### config.mk
export PLATFORM = sky130hd
export DESIGN_NAME = alu_exec_stage
export DESIGN_NICKNAME = d
export VERILOG_FILES = /design/src/rtl/orgasmall_pkg.sv /design/src/rtl/alu.sv /design/src/rtl/alu_flags.sv /design/src/rtl/alu_exec_stage.sv
export SDC_FILE = /design/constraint.sdc
export NUM_CORES = 1
export LEC_CHECK = 0
export CORE_MARGIN = 2
export CORE_UTILIZATION = 55
export CTS_BUF_LIST = sky130_fd_sc_hd__clkbuf_16
export DETAILED_ROUTE_END_ITERATION = 10
export PLACE_DENSITY = 0.74
export SYNTH_ARGS = -nofsm -noshare
export SYNTH_HDL_FRONTEND = slang
export SYNTH_SLANG_ARGS = --single-unit
### constraint.sdc
create_clock -name clk -period 6.6 [get_ports clk]
set_input_delay 1.65 -clock clk [delete_from_list [all_inputs] [get_ports clk]]
set_output_delay 1.65 -clock clk [all_outputs]
set_load 0.01 [all_outputs]
### src/rtl/orgasmall_pkg.sv
// rtl/orgasmall_pkg.sv - shared opcode, exec-state and flag types for the ALU execute stage
package orgasmall_pkg;

    typedef enum logic [3:0] {
        ADD,
        SUB,
        AND,
        OR,
        XOR,
        LEFT_SHIFT,
        RIGHT_SHIFT_ARITHMETIC,
        RIGHT_SHIFT_LOGIC,
        EQUAL
    } opcode_t;

    typedef enum logic [1:0] {
        IDLE,
        EXEC,
        WB
    } exec_state_t;

    typedef struct packed {
        logic z;
        logic n;
        logic c;
        logic v;
    } flags_t;

endpackage

### src/rtl/alu.sv
// rtl/alu.sv - combinational ALU; shift amount is the full unsigned operand b
module alu
    import orgasmall_pkg::*;
#(
    parameter int WORD_SIZE = 16
) (
    input  opcode_t              op,
    input  logic [WORD_SIZE-1:0] a,
    input  logic [WORD_SIZE-1:0] b,
    output logic [WORD_SIZE-1:0] out
);

    always_comb begin
        out = '0;
        case (op)
            ADD:                    out = a + b;
            SUB:                    out = a - b;
            AND:                    out = a & b;
            OR:                     out = a | b;
            XOR:                    out = a ^ b;
            LEFT_SHIFT:             out = a << b;
            RIGHT_SHIFT_ARITHMETIC: out = $signed(a) >>> b;
            RIGHT_SHIFT_LOGIC:      out = a >> b;
            EQUAL:                  out = {{(WORD_SIZE-1){1'b0}}, (a == b)};
            default:                out = '0;
        endcase
    end

endmodule

### src/rtl/alu_flags.sv
// rtl/alu_flags.sv - Z/N/C/V derivation from the latched operands and the ALU result
module alu_flags
    import orgasmall_pkg::*;
#(
    parameter int WORD_SIZE = 16
) (
    input  opcode_t              op,
    input  logic [WORD_SIZE-1:0] a,
    input  logic [WORD_SIZE-1:0] b,
    input  logic [WORD_SIZE-1:0] r,
    output flags_t               flags
);

    localparam int MSB = WORD_SIZE - 1;

    always_comb begin
        flags   = '0;
        flags.z = (r == '0);
        flags.n = r[MSB];
        case (op)
            ADD: begin
                flags.c = |(({1'b0, a} + {1'b0, b}) >> WORD_SIZE);
                flags.v = (a[MSB] == b[MSB]) && (r[MSB] != a[MSB]);
            end
            SUB: begin
                flags.c = (a < b);
                flags.v = (a[MSB] != b[MSB]) && (r[MSB] != a[MSB]);
            end
            // Last bit shifted out; zero for b==0 and for b beyond the word
            LEFT_SHIFT: begin
                flags.c = |(({1'b0, a} << b) >> WORD_SIZE);
            end
            RIGHT_SHIFT_ARITHMETIC, RIGHT_SHIFT_LOGIC: begin
                flags.c = |(({a, 1'b0} >> b) & {{WORD_SIZE{1'b0}}, 1'b1});
            end
            default: begin
                flags.c = 1'b0;
                flags.v = 1'b0;
            end
        endcase
    end

endmodule

### src/rtl/alu_exec_stage.sv
// rtl/alu_exec_stage.sv - execute stage: latch operands, run ALU, hold writeback, commit flags on accept
module alu_exec_stage
    import orgasmall_pkg::*;
#(
    parameter int WORD_SIZE = 16,
    parameter int REG_IDX_W = 3
) (
    input  logic                 clk,
    input  logic                 rst_n,
    input  logic                 in_valid,
    output logic                 in_ready,
    input  opcode_t              in_op,
    input  logic [WORD_SIZE-1:0] in_a,
    input  logic [WORD_SIZE-1:0] in_b,
    input  logic [REG_IDX_W-1:0] in_rd,
    input  logic                 in_upd_flags,
    output logic                 wb_valid,
    input  logic                 wb_ready,
    output logic [REG_IDX_W-1:0] wb_rd,
    output logic [WORD_SIZE-1:0] wb_data,
    output logic                 flag_z,
    output logic                 flag_n,
    output logic                 flag_c,
    output logic                 flag_v
);

    exec_state_t          state, next_state;
    opcode_t              op_q;
    logic [WORD_SIZE-1:0] a_q, b_q, alu_out;
    logic [REG_IDX_W-1:0] rd_q;
    logic                 upd_q;
    flags_t               flags_calc, staged_q, flags_q;

    alu #(.WORD_SIZE(WORD_SIZE)) u_alu (
        .op  (op_q),
        .a   (a_q),
        .b   (b_q),
        .out (alu_out)
    );

    alu_flags #(.WORD_SIZE(WORD_SIZE)) u_flags (
        .op    (op_q),
        .a     (a_q),
        .b     (b_q),
        .r     (alu_out),
        .flags (flags_calc)
    );

    always_ff @(posedge clk or negedge rst_n) begin
        if (!rst_n) state <= IDLE;
        else        state <= next_state;
    end

    always_comb begin
        next_state = state;
        in_ready   = 1'b0;
        wb_valid   = 1'b0;
        case (state)
            IDLE: begin
                in_ready = 1'b1;
                if (in_valid) next_state = EXEC;
            end
            EXEC: next_state = WB;
            WB: begin
                wb_valid = 1'b1;
                if (wb_ready) next_state = IDLE;
            end
            default: next_state = IDLE;
        endcase
    end

    always_ff @(posedge clk or negedge rst_n) begin
        if (!rst_n) begin
            op_q     <= ADD;
            a_q      <= '0;
            b_q      <= '0;
            rd_q     <= '0;
            upd_q    <= 1'b0;
            wb_rd    <= '0;
            wb_data  <= '0;
            staged_q <= '0;
            flags_q  <= '0;
        end else begin
            if (state == IDLE && in_valid) begin
                op_q  <= in_op;
                a_q   <= in_a;
                b_q   <= in_b;
                rd_q  <= in_rd;
                upd_q <= in_upd_flags;
            end
            if (state == EXEC) begin
                wb_data  <= alu_out;
                wb_rd    <= rd_q;
                staged_q <= flags_calc;
            end
            // Architectural flags change only when the register file takes the beat
            if (state == WB && wb_ready && upd_q) flags_q <= staged_q;
        end
    end

    assign flag_z = flags_q.z;
    assign flag_n = flags_q.n;
    assign flag_c = flags_q.c;
    assign flag_v = flags_q.v;

endmodule

==> results.txt <==
----------------------------------------------------
[Run status]
  Outcome ... completed

[CTS]
  Max clock buf depth ... 2
  Post-CTS Hold Buffers ... 0
  CTS resizes ... 0
  Sink count of the clock tree ... 68
  CTS tree ... done
  Root buffer cell ... sky130_fd_sc_hd__clkbuf_16
  Setup Fix Bufs, Post-CTS ... 0
  Insertion delay of the later-clocked pin in the worst-skew pair ... 0.34 ns
  H-tree levels ... 3
  Clock-pin slew reported for the worst setup and hold paths after clock tree synthesis ... 0.06 ns
  Number of buffers inserted during clock tree synthesis ... 9

[Logic synthesis]
  Flop and latch count out of synthesis ... 68
  Post-synthesis compound-gate area fraction ... 27.0%
  Synth warnings ... 0
  Post-Syn Nets ... 1048
  Post-synthesis adder-cell area fraction ... 8.26%
  Cell taking the most area after synthesis ... sky130_fd_sc_hd__dfrtp_1
  Area share of the largest cell type after synthesis ... 21.9%
  Number of enable-type register cells in the synthesized netlist ... 0
  Dominant cells by area after synthesis ... sky130_fd_sc_hd__dfrtp_1, sky130_fd_sc_hd__ha_1, sky130_fd_sc_hd__nand2_1
  Mapped Avg Cell Area ... 8.13 um2
  Synth unique cells ... 93
  Multiplexer fraction of the synthesized cell area ... 11.8%
  Post-synthesis sequential area ratio ... 21.9%
  Synthesized area ... 7750 um2
  Count of mapped cells out of synthesis ... 954
  Share of synthesized registers carrying an async set or reset ... 100%
  Main flop type after synthesis ... sky130_fd_sc_hd__dfrtp_1
  Dominant combinational cell family by area after synthesis ... compound AO/OA/AOI/OAI gates
  Parity-gate share of the synthesized area counting xor and xnor cells ... 1.02%
  Post-synthesis share of cell area spent on and, or, nand and nor gates ... 22.8%

[Hold path]
  Destination of the worst hold path ... wb_rd[2]
  Worst hold path stage count ... 2
  Worst hold-check path type ... reg -> reg
  Worst hold start ... rd_q[2]

[Floorplan]
  Die X ... 123 um
  Initial core utilization ... 56.1%
  Number of rows created at floorplan ... 43
  Core area ... 13800 um2
  Ports ... 69
  Die outline height ... 123 um
  Area of the die ... 15100 um2

[STA]
  Period minus WS final ... 4.45 ns
  Unrepaired setup endpoints after global routing ... false
  Transition time at the pin with the least slew margin ... 1.23 ns
  Clk_skew ... 0.00705 ns
  Fin Hold WS ... 0.468 ns
  Fin. max-slew vios ... 0
  Setup WS post-layout ... 2.15 ns
  Total count of hold-check failures in the final report ... 0
  Total negative setup slack ... 0 ns
  Final Cycle Share ... 67.4%
  F_max ... 0.225 GHz
  Final setup violation count ... 0
  Relative slew slack ... 17.5%

[Finish]
  Commonest non-fill, non-tap cell in the layout ... sky130_fd_sc_hd__nand2_1
  Area taken by flip-flops and latches ... 1700 um2
  Fin nets ... 1063
  Most used cells in the layout excluding fill and tap cells ... sky130_fd_sc_hd__nand2_1, sky130_fd_sc_hd__o21ai_0, sky130_fd_sc_hd__clkdlybuf4s50_1
  Fraction of layout instances using a drive strength above 1 ... 10.8%
  Number of fill cells in the layout ... 1236
  Combined area of the multi-input logic cells ... 5520 um2
  Layout Area Growth over Synthesis ... 12.0%
  Final Cell Area ... 8680 um2

[Critical path]
  Crit path launch type ... flop
  Required arrival time at the worst endpoint ... 6.84 ns
  R2r worst-path depth ... 11
  Worst R2R End ... staged_q[3]
  CP cell instances ... inv_1 -> ha_1 -> nor3_1 -> a2111oi_2 -> o211ai_1 -> a31oi_1 -> o221ai_1 -> a2111oi_0 -> and4_1 -> nand4_1 -> o41ai_2
  Crit-path leading delay family ... compound AO/OA/AOI/OAI gates
  Slowest Stage Delay on Critical Path ... 0.71 ns
  Element type at the critical path end ... flop
  Worst-path maximum fanout ... 15
  Arrival time of data at the critical path endpoint ... 4.69 ns
  Minimum setup slack among reg-to-reg paths ... 2.15 ns
  Instance count on the critical path ... 11
  Reg-to-reg startpoint ... b_q[4]
  Category of the critical setup timing path ... reg -> reg
  Slowest stage cell on the critical path ... sky130_fd_sc_hd__dfrtp_1
  Buffering stage count on the worst path with inverters included ... 1

[Routing]
  Count of routing violations after the opening detailed-route iteration ... 1289
  Routed wire length ... 31.1 mm
  Average wire length per cell after detail routing ... 27.0 um
  Total vias in the final route ... 8300
  Via-per-instance ratio ... 7.19
  Post-route antenna net violation count ... 0
  DRC violation count after routing ... 0
  Number of iterations in the first detailed-routing pass ... 6

[Power]
  Comb power frac ... 73.8%
  Proportion of total power due to net switching ... 57.5%
  Sequential cell fraction of total power ... 18.2%
  P_sw ... 3160 uW
  Power Dens Cells ... 632 nW/um2
  Pint ... 2330 uW
  Maximum vdd ir drop ... 0.000411 V
  Clock power frac ... 8.1%
  Leakage ... 0.00341 uW

[Placed design]
  Gpl congestion ... 1.08
  Total cell area at the placement stage ... 8410 um2
  IO Port Bufs ... 68
  Post-detailed-placement half-perimeter wirelength ... 22.9 mm
  Placement Setup Slack ... 2.36 ns

[Global routing]
  First-pass GRT wire length ... 47.3 mm
  Gr usage total ... 42.7%
  Final global-route overflow total ... 0
  Maximum number of pins on one net before global-route repair ... 72
  Number of global-route vias before repair ... 7659
  Initial antenna violation count ... 1

[Flow run]
  Maximum capacitance violations ... 0

----------------------------------------------------
registers in the layout (all words and copies together), names as in the netlist:
name,cells
flag_c,1
a_q,16
flag_n,1
rd_q,3
state,2
wb_rd,3
staged_q,3
b_q,16
upd_q,1
op_q,4
flag_v,1
flag_z,1
wb_data,16
metrics by stage:
stage               power [uW]  util, %  cells
CTS                       5310     62.8   1154
finish                    5490     62.8   1155
global placement          4840     60.8   1138
floorplan                 3610        -    954
global route              5740     62.8   1154
detailed placement        4840     60.8   1138
metal layers:
| metal | vias up | GRT usage (%) | routed length [um] |
|---|---|---|---|
| met3 | 157 | 10.5 | 4010 |
| met5 | - | 0 | 0 |
| li1 | 3600 | - | - |
| met4 | 0 | 23.6 | 2040 |
| met1 | 3866 | 58.3 | 12000 |
| met2 | 677 | 61.6 | 13000 |
kinds of logic (layout without fill, tap and decap cells):
| group | Yosys count | count (layout) |
|---|---|---|
| XOR/XNOR | 9 | 9 |
| flip-flops | 68 | 68 |
| adder cells (fa/ha/maj) | 50 | 50 |
| buffers and inverters | 125 | 145 |
| AO/OA/AOI/OAI | 292 | 292 |
| multiplexers | 74 | 74 |
| other | 0 | 1 |
| AND/OR/NAND/NOR | 336 | 336 |
power groups by stage:
| stage | Clock (uW) | Combinational [uW] | Sequential, uW |
|---|---|---|---|
| after floorplan | 0 | 2800 | 811 |
| after global placement | 0 | 3870 | 963 |
| after detailed placement | 0 | 3860 | 979 |
| after CTS | 447 | 3890 | 973 |
| after global routing | 466 | 4260 | 1010 |
| final | 444 | 4050 | 997 |
synthesized netlist by cell type, types with 16 or more instances:
library cell / count
sky130_fd_sc_hd__inv_1: 44
sky130_fd_sc_hd__mux2_2: 16
sky130_fd_sc_hd__o21ai_0: 74
sky130_fd_sc_hd__nand2_1: 120
sky130_fd_sc_hd__nand3_1: 26
sky130_fd_sc_hd__clkbuf_1: 43
sky130_fd_sc_hd__dfrtp_1: 68
sky130_fd_sc_hd__ha_1: 48
sky130_fd_sc_hd__nor2_1: 58
sky130_fd_sc_hd__nor3_1: 26
sky130_fd_sc_hd__o211ai_1: 27
sky130_fd_sc_hd__a31oi_1: 20
sky130_fd_sc_hd__a21oi_1: 36
sky130_fd_sc_hd__buf_2: 20
sky130_fd_sc_hd__mux2i_1: 43
worst max-delay path by stage:
| stage | from | end | slack (ns) |
|---|---|---|---|
| global placement | b_q[4] | staged_q[3] | 2.34 |
| floorplan | b_q[2] | staged_q[0] | 2.96 |
| global route | b_q[4] | staged_q[3] | 1.97 |
| finish | b_q[4] | staged_q[3] | 2.15 |
| CTS | b_q[4] | staged_q[3] | 2.32 |
| detailed placement | b_q[4] | staged_q[3] | 2.36 |
tightest hold or removal path, cell delays in order, from the launching register on:
cell and delay, ns:
sky130_fd_sc_hd__dfrtp_1 0.34, sky130_fd_sc_hd__nand2_1 0.05, sky130_fd_sc_hd__nand2_1 0.05
cell type report:
class / count / share of cell area (%)
well taps: 180 / 2.59
repair buffers: 83 / 9.08
multi-input cells: 761 / 63.6
inverters: 46 / 1.99
diodes: 1 / 0.0288
flip-flops and latches: 68 / 19.6
clock inverters: 7 / 0.519
clock buffers: 9 / 2.59
Power figures use the tool's default switching activity.
==> RTL change: new RTL, same flow settings <==
The 3 states of `exec_state_t` get a one-hot encoding in 3 bits.
--- a/src/rtl/orgasmall_pkg.sv
+++ b/src/rtl/orgasmall_pkg.sv
@@ -13,10 +13,10 @@
         EQUAL
     } opcode_t;
 
-    typedef enum logic [1:0] {
-        IDLE,
-        EXEC,
-        WB
+    typedef enum logic [2:0] {
+        IDLE = 3'b001,
+        EXEC = 3'b010,
+        WB   = 3'b100
     } exec_state_t;
 
     typedef struct packed {
Formal check against the unedited RTL: same outputs for any inputs over 4 cycles, from zero or initial values and one cycle with rst_n low; so few cycles prove little.
==> RTL change against the original RTL <==
- hold slack improved by 0.0068 ns
- synthesized area decreased by 1.9%
- final area decreased by 0.27%
- critical path depth unchanged
- non-clock buffer count increased by 9
- critical endpoint is now staged_q[3]
- worst setup slack improved by 0.095 ns
- clock skew increased by 0.0032 ns
- core utilization increased by 1.8 points
- combinational power decreased by 2%
- critical path type unchanged
- routed wire length decreased by 7.2%
- total power decreased by 1.3%
- die area decreased by 1.8%
- highest routed layer unchanged
- sequential cell count increased by 1
==> RTL change: results (changes against the original RTL) <==
{
  "route": {
    "wl_met1": {"value": 11.28, "unit": "mm", "change": "-6.3%"},
    "routed-wl-met3": {"value": 4.007, "unit": "mm", "change": "-0.12%"},
    "detailedRoute.firstIterationViolations": {"value": 1304, "change": "+1.2%"},
    "dr_total_vias": {"value": 8172, "change": "-1.5%"}
  },
  "outcome": {
    "run_status": "complete, no violations"
  },
  "final_layout": {
    "layout-drive-gt1-share": {"value": 0.1154, "change": "+0.007621"}
  },
  "worst_setup_path": {
    "reg2reg_to": "staged_q[3]",
    "cp-startpoint": "b_q[3]",
    "crit_path_max_incr_delay": {"value": 0.89, "unit": "ns", "change": "+0.18 ns"}
  },
  "power": {
    "power.static_leakage": {"value": 3.600, "unit": "nW", "change": "+5.4%"},
    "power.ir.vdd_worst": {"value": 0.0004235, "unit": "V", "change": "+3.1%"},
    "sw_frac_of_total": {"value": 0.5553, "change": "-0.01950"}
  },
  "global_route": {
    "grt_pass1_wl": {"value": 44.48, "unit": "mm", "change": "-6.0%"},
    "track_usage": {"value": 0.3988, "change": "-0.02828"},
    "first_global_vias": {"value": 7569, "change": "-1.2%"},
    "global_route.usage.met2": {"value": 0.5755, "change": "-0.04019"},
    "maximum_number_of_pins_on_one_net_before_global_route_repair": {"value": 74, "change": "+2.8%"}
  },
  "synth": {
    "syn_nets": {"value": 1046, "change": "-0.19%"},
    "yosys-mux-area-fraction": {"value": 0.1468, "change": "+0.02887"},
    "yosysSeqAreaShare": {"value": 0.2271, "change": "+0.007602"},
    "number_of_standard_cells_after_synthesis": {"value": 952, "change": "-0.21%"},
    "synth_top_cells_by_area": "sky130_fd_sc_hd__dfrtp_1 22%, sky130_fd_sc_hd__ha_1 7.9%, sky130_fd_sc_hd__nand2_1 6.5%, sky130_fd_sc_hd__o21ai_0 5.5%, sky130_fd_sc_hd__mux2_2 4.7%",
    "synth_fa_ha_area_frac": {"value": 0.08418, "change": "+0.001562"}
  },
  "placement": {
    "placed_area": {"value": 8352, "unit": "um^2", "change": "-0.70%"},
    "placedCellCount": {"value": 1139, "change": "+0.088%"},
    "gpl.final_weighted_congestion": {"value": 1.100, "change": "+2.1%"}
  }
}
[RTL change: changes by cell type after synthesis, moves of 8 or more]
cell	before	now
sky130_fd_sc_hd__a21oi_1	36	44
sky130_fd_sc_hd__buf_2	20	7
sky130_fd_sc_hd__mux2i_1	43	31
sky130_fd_sc_hd__o21ai_0	74	83
sky130_fd_sc_hd__nor2_1	58	69
sky130_fd_sc_hd__clkbuf_1	43	63
sky130_fd_sc_hd__o211ai_1	27	11
sky130_fd_sc_hd__nand2_1	120	131
sky130_fd_sc_hd__nand3_1	26	17
sky130_fd_sc_hd__mux2_2	16	32
sky130_fd_sc_hd__a31oi_1	20	12
[RTL change: layout make-up]
class | count | area, um^2
multi-input cells | 755 | 5368
fillers | 1169 | 4741
flip-flops and latches | 69 | 1729
repair buffers | 92 | 858.3
clock buffers | 9 | 225.2
well taps | 176 | 220.2
inverters | 47 | 176.4
clock inverters | 7 | 80.08
diodes | 1 | 2.502
[RTL change: worst max-delay path, delay by kind of cell, from the launching register on]
kind                     cells  cell delay (ns)
AO/OA/AOI/OAI                5             1.43
adder cells (fa/ha/maj)      1             0.62
buffers and inverters        1             0.36
flip-flops                   1             0.89
AND/OR/NAND/NOR              4             0.98
[RTL change: worst min path at each step]
stage / startpoint / endpoint / slack [ns] / depth (start not counted)
2_1_floorplan: rd_q[0] / wb_rd[0] / 0.43 / 2
3_3_place_gp: rd_q[1] / wb_rd[1] / 0.44 / 2
3_5_place_dp: wb_data[4] / wb_data[4] / 0.47 / 2
5_1_grt: wb_data[4] / wb_data[4] / 0.50 / 2
4_1_cts: wb_data[4] / wb_data[4] / 0.48 / 2
6_report: wb_data[4] / wb_data[4] / 0.48 / 2
[RTL change: logic make-up after synthesis]
family	Yosys count
compound gates	275
xor+xnor	8
fa+ha+maj	50
buf+inv	128
flops	69
mux	82
simple gates	340
